===== config.mk =====
export PLATFORM = sky130hd
export DESIGN_NAME = adpcm_frame_tx
export DESIGN_NICKNAME = d
export VERILOG_FILES = /design/src/rtl/adpcm_frame_tx.sv
export SDC_FILE = /design/constraint.sdc
export NUM_CORES = 1
export LEC_CHECK = 0
export BUFFER_PORTS_ARGS = -buffer_cell sky130_fd_sc_hd__buf_4
export CORE_ASPECT_RATIO = 0.6
export CORE_UTILIZATION = 23
export DETAILED_ROUTE_END_ITERATION = 8
export HOLD_SLACK_MARGIN = 0.15
export RECOVER_POWER = 50
export SLEW_MARGIN = 30
export SYNTH_ARGS = -nofsm -noshare
export SYNTH_HDL_FRONTEND = slang
export SYNTH_SLANG_ARGS = --single-unit
export TNS_END_PERCENT = 20

===== constraint.sdc =====
create_clock -name clk -period 5.85 [get_ports clk]
set_clock_uncertainty 0.05 [all_clocks]
set_input_delay 0.8775 -clock clk [delete_from_list [all_inputs] [get_ports clk]]
set_output_delay 0.8775 -clock clk [all_outputs]
set_load 0.05 [all_outputs]

===== src/rtl/adpcm_frame_tx.sv =====
// ADPCM frame transmitter: double-buffered channel store driven out as words with a
// regenerated word clock and frame sync. Define ADPCM_TX_PARITY_EN for odd parity in bit 7.
module adpcm_frame_tx #(
  parameter int unsigned NUM_CHN = 8,
  parameter int unsigned DIV     = 4
) (
  input  logic       clk,
  input  logic       reset,
  input  logic [1:0] RATE,
  input  logic       wr_en,
  input  logic [2:0] wr_addr,
  input  logic [4:0] wr_data,
  input  logic       commit,
  output logic [7:0] tx_data,
  output logic       tx_clk,
  output logic       tx_fs,
  output logic       underrun
);

  localparam int unsigned DivW = $clog2(DIV);

  logic [DivW-1:0]              div_cnt_q, div_cnt_d;
  logic                         tx_clk_q, tx_clk_d;
  logic [2:0]                   chn_next_q, chn_next_d;
  logic                         bank_sel_q, bank_sel_d;
  logic                         pending_q, pending_d;
  logic [1:0][NUM_CHN-1:0][4:0] bank_q, bank_d;
  logic [7:0]                   tx_data_q, tx_data_d;
  logic                         tx_fs_q, tx_fs_d;
  logic                         underrun_q, underrun_d;

  logic       launch;
  logic       boundary;
  logic       swap;
  logic [4:0] mask;
  logic [4:0] masked;
  logic       par;

  // Divider; only the falling toggle of tx_clk launches a word.
  always_comb begin
    div_cnt_d = div_cnt_q + 1'b1;
    tx_clk_d  = tx_clk_q;
    launch    = 1'b0;
    if (div_cnt_q == DivW'(DIV - 1)) begin
      div_cnt_d = '0;
      tx_clk_d  = ~tx_clk_q;
      launch    = tx_clk_q;
    end
  end

  assign boundary = launch && (chn_next_q == 3'd0);
  // A commit landing on the boundary edge still swaps this boundary.
  assign swap     = boundary && (pending_q || commit);

  always_comb begin
    unique case (RATE)
      2'b00: mask = 5'h1F;
      2'b01: mask = 5'h0F;
      2'b10: mask = 5'h07;
      2'b11: mask = 5'h03;
    endcase
  end

  always_comb begin
    bank_sel_d = bank_sel_q ^ swap;
    masked     = bank_q[bank_sel_d][chn_next_q] & mask;
`ifdef ADPCM_TX_PARITY_EN
    par = ~^masked;
`else
    par = 1'b0;
`endif
    pending_d  = pending_q;
    if (swap) begin
      pending_d = 1'b0;
    end else if (commit) begin
      pending_d = 1'b1;
    end
    underrun_d = boundary && !swap;
    chn_next_d = chn_next_q;
    tx_data_d  = tx_data_q;
    tx_fs_d    = tx_fs_q;
    bank_d     = bank_q;
    // Writes land in the back bank as seen after this cycle's swap.
    if (wr_en && (32'(wr_addr) < NUM_CHN)) begin
      bank_d[~bank_sel_d][wr_addr] = wr_data;
    end
    if (launch) begin
      tx_data_d  = {par, 2'b00, masked};
      tx_fs_d    = (chn_next_q == 3'd0);
      chn_next_d = (chn_next_q == 3'(NUM_CHN - 1)) ? 3'd0 : chn_next_q + 3'd1;
    end
  end

  always_ff @(posedge clk) begin
    if (reset) begin
      div_cnt_q  <= '0;
      tx_clk_q   <= 1'b0;
      chn_next_q <= 3'd0;
      bank_sel_q <= 1'b0;
      pending_q  <= 1'b0;
      bank_q     <= '0;
      tx_data_q  <= 8'h00;
      tx_fs_q    <= 1'b0;
      underrun_q <= 1'b0;
    end else begin
      div_cnt_q  <= div_cnt_d;
      tx_clk_q   <= tx_clk_d;
      chn_next_q <= chn_next_d;
      bank_sel_q <= bank_sel_d;
      pending_q  <= pending_d;
      bank_q     <= bank_d;
      tx_data_q  <= tx_data_d;
      tx_fs_q    <= tx_fs_d;
      underrun_q <= underrun_d;
    end
  end

  assign tx_data  = tx_data_q;
  assign tx_clk   = tx_clk_q;
  assign tx_fs    = tx_fs_q;
  assign underrun = underrun_q;

endmodule

==> results of run 1 <==
-- kinds of logic after synthesis --
kind of cell | share of synthesized area, %
buf+inv | 5.402
simple gates | 20.99
other cells | 0.08055
compound gates | 16.07
fa+ha+maj | 1.075
mux | 15.35
xor+xnor | 0.1882
flops | 40.85
-- power breakdown --
group          switching, mW  total, mW  internal, mW
Clock                  0.244      0.659         0.415
Combinational         0.0601     0.0819        0.0217
Sequential           0.00875      0.665         0.656
Total                  0.313       1.41          1.09
-- layer usage --
metal | share of wire (%) | track usage, %
met4 | 0.79 | 2.732
met5 | 0 | 0
met1 | 54 | 23.60
met2 | 34 | 16.78
met3 | 12 | 6.360
-- cell type report --
type | count | share of cell area [%]
multi-input cells | 377 | 47.35
clock buffers | 11 | 4.530
flip-flops and latches | 95 | 37.02
inverters | 4 | 0.2923
clock inverters | 4 | 1.851
well taps | 266 | 6.478
repair buffers | 21 | 2.484
-- cells in the final DEF (no fill, tap or decap), types with 4 or more instances in the layout --
cell type,n
nand2b_1,7
nor2_4,4
o31ai_1,9
a211oi_1,10
o221ai_1,5
buf_4,13
and3_1,6
ha_1,4
nor3_1,16
nand3_1,13
nand2_1,41
o21ai_0,20
nor2_1,80
dfxtp_1,95
mux2i_1,68
a21oi_1,31
clkbuf_16,9
clkbuf_1,10
a211o_1,6
-- state kept, by name, indices dropped and copies added, names as in the netlist --
signal      flops
pending_q       1
tx_fs           1
bank_q         80
underrun        1
bank_sel_q      1
chn_next_q      3
div_cnt_q       2
tx_clk          1
tx_data         5
-- per-stage QoR --
stage               power [mW]  std cells  instance area, sq um  setup slack, ns
CTS                      1.414        778                  5245            2.378
finish                   1.406        778                  5137            1.422
global placement        0.7622        763                  4917            2.440
floorplan               0.7349        515                  4663            3.431
global route             1.447        778                  5137            1.237
detailed placement      0.7623        763                  4917            2.390
-- critical path: stages, from the launching register on --
cell and delay [ns]:
dfxtp_1 0.72, clkinv_1 0.44, ha_1 0.32, and4b_1 0.30, a21oi_1 1.19, nor2_2 0.42
mux2i_1 0.23, a211oi_1 0.51, a221o_1 0.18
-- worst min path at each step --
stage | startpoint | endpoint | depth (start not counted) | slack [ns]
global route | div_cnt_q[0] | div_cnt_q[0] | 1 | 0.40
detailed placement | div_cnt_q[0] | div_cnt_q[0] | 1 | 0.37
CTS | div_cnt_q[0] | div_cnt_q[0] | 1 | 0.38
floorplan | div_cnt_q[0] | div_cnt_q[0] | 1 | 0.35
global placement | div_cnt_q[0] | div_cnt_q[0] | 1 | 0.37
finish | div_cnt_q[0] | div_cnt_q[0] | 1 | 0.38
==> run summary, run 1 <==
Vias/cell -> 4.905
class of the worst hold path -> reg -> reg
Hold Slack -> 0.3811 ns
worst setup path class -> reg -> reg
Final Hold Fails -> 0
ys async rst share -> 0%
full die area -> 20830 sq um
largest fanout on the critical path -> 16
Worst Reg-to-Reg Cells -> 8
synth cell count leaders -> 95 x dfxtp_1, 77 x nor2_1, 68 x mux2i_1, 40 x nand2_1, 30 x a21oi_1
CTS sink cnt -> 95
DRC -> 0
CTS H-Tree Depth -> 3
layout cells sized above 1 -> 7.813%
fillers -> 2130
initial antenna violation count -> 0
num rows -> 39
vias in the first global route -> 3529
worst skew pair latency -> 0.34 ns
Detail Route Antenna Nets -> 0
peak supply drop -> 0.0001486 V
slew of the pin with the lowest slew margin -> 1.546 ns
post-layout min period -> 4.428 ns
first-pass GRT wire length -> 22.45 mm
Max Root-Sink Buffers -> 2
cts hold-fix bufs -> 0
Reg area -> 1902 sq um
GPL Wtd Cong -> 0.9371
setup TNS -> 0 ns
CTS tree -> done
initial core utilization -> 23.97%
die height -> 112.2 um
total gr overflow -> 0
MaxCap Viol Count -> 1
via count -> 3816
Synth Instances -> 513
Core Region -> 19420 sq um
total global-route track usage -> 14.62%
RSZ-0062 raised after global routing -> no
CP startpoint -> chn_next_q[1]
failing checks -> max-capacitance violations, max-slew violations
largest net degree at the start of global routing -> 94
synth top area cells -> dfxtp_1 41%, mux2i_1 15%, nor2_1 6.2%
Yosys warning count -> 0
area delta synth->final -> 10.35%
I/O pin count -> 25
relative slew slack -> -3.061%
LEAKAGE -> 1.781 nW
post-synthesis cell area -> 4656 sq um
syn avg cell area -> 9.075 sq um
Pre-antenna DRT Iters -> 5
number of synthesized flops with an enable pin -> 0
CTS-repair resized insts -> 0
Achievable Freq -> 225.8 MHz
top cell type's share of synthesized area -> 40.85%
DIE WIDTH -> 185.7 um
Post-Route WL -> 14.81 mm
Port Buffers -> 21
run status -> finished with violations
area leader, netlist -> dfxtp_1
RR Startpoint -> chn_next_q[1]
Max Slew Vio Count -> 16
# diodes -> 0
Num CTS Buffers -> 9
most numerous cell in the Yosys netlist -> dfxtp_1
number of synthesized register bits -> 95
required time of the critical path -> 6.09 ns
# nets final -> 526
ys flop type -> dfxtp_1
Reg clk slew, reported paths -> 0.06 ns
final core occ -> 26.45%
R2R Path End -> tx_data[3]
CP Capture Type -> flip-flop
fin crit share -> 75.70%
Initial DRC Count -> 520
Power Density -> 273.6 nW/um^2
final setup fails -> 0
area occupied by multi-input gates -> 2432 sq um
Seq/Total Area, Yosys -> 40.85%
post-CTS setup repair buffer count -> 0
placed wire-length estimate -> 10.68 mm
Reg2Reg Setup Slack -> 1.42 ns
unique cell type count in the Yosys netlist -> 61
CTS root buf -> clkbuf_16
CP Capture Point -> tx_data[3]
WP data arrival -> 4.66 ns
CP startpoint kind -> flip-flop
wire length per cell -> 19.03 um
Power figures use the tool's default switching activity.
==> inputs of run 2 (changes only) <==
--- a/config.mk
+++ b/config.mk
@@ -5,6 +5,7 @@
 export SDC_FILE = /design/constraint.sdc
 export NUM_CORES = 1
 export LEC_CHECK = 0
+export ABC_AREA = 1
 export BUFFER_PORTS_ARGS = -buffer_cell sky130_fd_sc_hd__buf_4
 export CORE_ASPECT_RATIO = 0.6
 export CORE_UTILIZATION = 23
==> constraint.sdc (replaced) <==
create_clock -name clk -period 3.6 [get_ports clk]
set_clock_uncertainty 0.05 [all_clocks]
set_input_delay 0.54 -clock clk [delete_from_list [all_inputs] [get_ports clk]]
set_output_delay 0.54 -clock clk [all_outputs]
set_load 0.05 [all_outputs]
==> run summary, run 2 <==
run status -> finished clean
Pre-antenna DRT Iters -> 7 (+2)
Yosys warning count -> 0 (unchanged)
Initial DRC Count -> 400 (-23%)
Switching Fraction -> 24.76% (+2.5 points)
unique cell type count in the Yosys netlist -> 23 (-62%)
cts hold-fix bufs -> 0 (unchanged)
CTS sink cnt -> 95 (unchanged)
CP cell instances -> inv_1 -> ha_1 -> nand2_1 -> nor2_1 -> nand3_2 -> nand2_2 -> buf_4 -> nand2_1 -> nand3_1 -> nand3_1 -> nand3_1 -> nand3_1 -> nand2_1 -> inv_1
post-CTS setup repair buffer count -> 0 (unchanged)
largest fanout on the critical path -> 57 (+41)
highest-delay cell along the critical path -> buf_4
Worst Path Buf+Inv -> 3 (+2)
worst skew pair latency -> 0.35 ns (about the same)
post-synthesis cell area -> 4350 sq um (-6.6%)
most numerous cell in the Yosys netlist -> nand2_1
vias in the first global route -> 3550 (+0.60%)
met3 WL -> 1.051 mm (-41%)
sequential share of power -> 48.9% (+1.6 points)
Seq/Total Area, Yosys -> 43.72% (+2.9 points)
layout cells sized above 1 -> 7.425% (-0.39 points)
critical path depth -> 14 (+6)
R2R Path End -> tx_data[1]
wire length per cell -> 14.04 um (-26%)
Reg2Reg Setup Slack -> 0.60 ns (-0.82 ns)
Hold Slack -> 0.3856 ns (+0.004472 ns)
fillers -> 2000 (-6.1%)
setup TNS -> 0 ns (unchanged)
relative slew slack -> 58.42% (+61 points)
number of synthesized register bits -> 95 (unchanged)
Cell Count, Final, Fillers Out -> 873 (+12%)
metal2 WL -> 4.434 mm (-11%)
Worst Reg-to-Reg Cells -> 14 (+6)
CP max stage delay -> 0.50 ns (-0.69 ns)
Port Buffers -> 21 (unchanged)
first-pass GRT wire length -> 20.02 mm (-11%)
Vias/cell -> 4.583 (-6.6%)
RSZ-0062 raised after global routing -> no
RR Startpoint -> chn_next_q[1]
die height -> 108.5 um (-3.3%)
Max Slew Vio Count -> 0 (-16)
Core Region -> 18310 sq um (-5.7%)
most frequent cells in the layout -> 135 x nand2_1, 95 x dfxtp_1, 90 x nand3_1
CTS root buf -> clkbuf_16
worst hold start -> div_cnt_q[0]
MaxCap Viol Count -> 0 (-1)
fin crit share -> 83.42% (+7.7 points)
P_int -> 1.657 mW (+52%)
CTS-repair resized insts -> 0 (unchanged)
CP startpoint kind -> flip-flop
area leader, netlist -> dfxtp_1
Final Hold Fails -> 0 (unchanged)
Comb power frac -> 6.2% (+0.4 points)
Achievable Freq -> 333.0 MHz (+47%)
Max Root-Sink Buffers -> 2 (unchanged)
ys flop type -> dfxtp_1
Detail Route Antenna Nets -> 0 (unchanged)
area delta synth->final -> 13.40%
synth top area cells -> dfxtp_1 44%, nand2_1 11%, nand3_1 10%
CTS tree -> done
via count -> 4001 (+4.8%)
number of synthesized flops with an enable pin -> 0 (unchanged)
Top Metal Used -> met4
post-route setup slack -> 0.5969 ns (-0.8248 ns)
Clock Power Share -> 44.9% (-2.0 points)
CP Capture Type -> flip-flop
post-layout min period -> 3.003 ns (-1.425 ns)
placed wire-length estimate -> 8.418 mm (-21%)
total power -> 2.202 mW (+57%)
slew of the pin with the lowest slew margin -> 0.6237 ns (-0.9222 ns)
initial core utilization -> 23.77% (-0.21 points)
Power Density -> 446.3 nW/um^2 (+63%)
ys async rst share -> 0% (unchanged)
DRC -> 0 (unchanged)
full die area -> 19490 sq um (-6.5%)
GPL Wtd Cong -> 0.8266 (-12%)
P_sw -> 545.1 uW (+74%)
CTS H-Tree Depth -> 3 (unchanged)
Crit path max-delay family -> simple AND/OR/NAND/NOR gates
required time of the critical path -> 3.81 ns (-2.28 ns)
DIE WIDTH -> 179.6 um (-3.3%)
worst setup path class -> reg -> reg
Post-Route M1 WL -> 6.690 mm (-16%)
synth cell count leaders -> 130 x nand2_1, 95 x dfxtp_1, 90 x nand3_1, 83 x a21oi_1, 77 x inv_1
# nets final -> 646 (+23%)
top cell type's share of synthesized area -> 43.72% (+2.9 points)
class of the worst hold path -> reg -> reg
WP data arrival -> 3.21 ns (-1.45 ns)
CP startpoint -> chn_next_q[1]
CP Capture Point -> tx_data[1]
pre-CTS setup slack -> 0.7669 ns (-1.623 ns)
Post-Route WL -> 12.25 mm (-17%)
I/O pin count -> 25 (unchanged)
peak supply drop -> 0.0002642 V (+78%)
largest net degree at the start of global routing -> 58 (-38%)
Num CTS Buffers -> 9 (unchanged)
Biggest register -> bank_q
max reg flops -> 80 (unchanged)
total gr overflow -> 0 (unchanged)
initial antenna violation count -> 0 (unchanged)
Synth Instances -> 624 (+22%)
total global-route track usage -> 13.31% (-1.3 points)
Reg clk slew, reported paths -> 0.07 ns (about the same)
Critical Path Most Common Cell -> nand3_1
most common cell after layout, fill and taps aside -> nand2_1
syn avg cell area -> 6.972 sq um (-23%)
LEAKAGE -> 1.881 nW (+5.6%)
final setup fails -> 0 (unchanged)
Post-Place Cells -> 857 (+12%)
num rows -> 38 (-2.6%)
# diodes -> 0 (unchanged)
-- run 2: power groups by stage --
| stage | combinational, mW | clock, mW | sequential [mW] |
|---|---|---|---|
| floorplan | 0.0906 | 0 | 1.10 |
| global placement | 0.135 | 0 | 1.10 |
| detailed placement | 0.137 | 0 | 1.10 |
| CTS | 0.137 | 1.01 | 1.08 |
| global route | 0.154 | 1.05 | 1.08 |
| finish | 0.137 | 0.988 | 1.08 |
-- run 2: worst reg2reg max path: stages, from the launching register on --
cell     delay [ns]
dfxtp_1        0.47
inv_1          0.39
ha_1           0.24
nand2_1        0.06
nor2_1         0.24
nand3_2        0.15
nand2_2        0.09
buf_4          0.50
nand2_1        0.14
nand3_1        0.11
nand3_1        0.13
nand3_1        0.15
nand3_1        0.09
nand2_1        0.07
inv_1          0.03
-- run 2: worst min path at each step --
stage	endpoint	slack, ns	cells past startpoint
after floorplan	div_cnt_q[0]	0.35	1
after global placement	div_cnt_q[0]	0.37	1
after detailed placement	div_cnt_q[0]	0.38	1
after CTS	div_cnt_q[0]	0.39	1
after global routing	div_cnt_q[0]	0.41	1
final	div_cnt_q[0]	0.39	1
-- run 2: layout make-up --
type                            instances  area (sq um)  area share [%]
Sequential cell                        95          1902           38.55
Tap cell                              240         300.3           6.087
Clock inverter                          7         78.83           1.598
Multi-Input combinational cell        416          1944           39.41
Timing Repair Buffer                   27         185.2           3.753
Clock buffer                            9         225.2           4.565
Inverter                               79         297.8           6.036
-- run 2: per-stage QoR --
stage | util [%] | cell area [sq um]
floorplan | - | 4358
global placement | 25.56 | 4679
detailed placement | 25.56 | 4679
CTS | 27.22 | 4984
global route | 26.95 | 4933
finish | 26.95 | 4933
-- run 2: kinds of logic after synthesis --
logic type      after synthesis  synth area share (%)
compound gates              152                 17.60
fa+ha+maj                     4                 1.150
buf+inv                     115                 11.30
flops                        95                 43.72
other cells                   1               0.08620
simple gates                257                 26.14
-- run 2: metal layers --
metal	global-route usage, %	up-vias
met4	2.032	0
met3	4.379	8
met5	0	-
met1	20.71	1826
li1	-	2033
met2	17.22	134
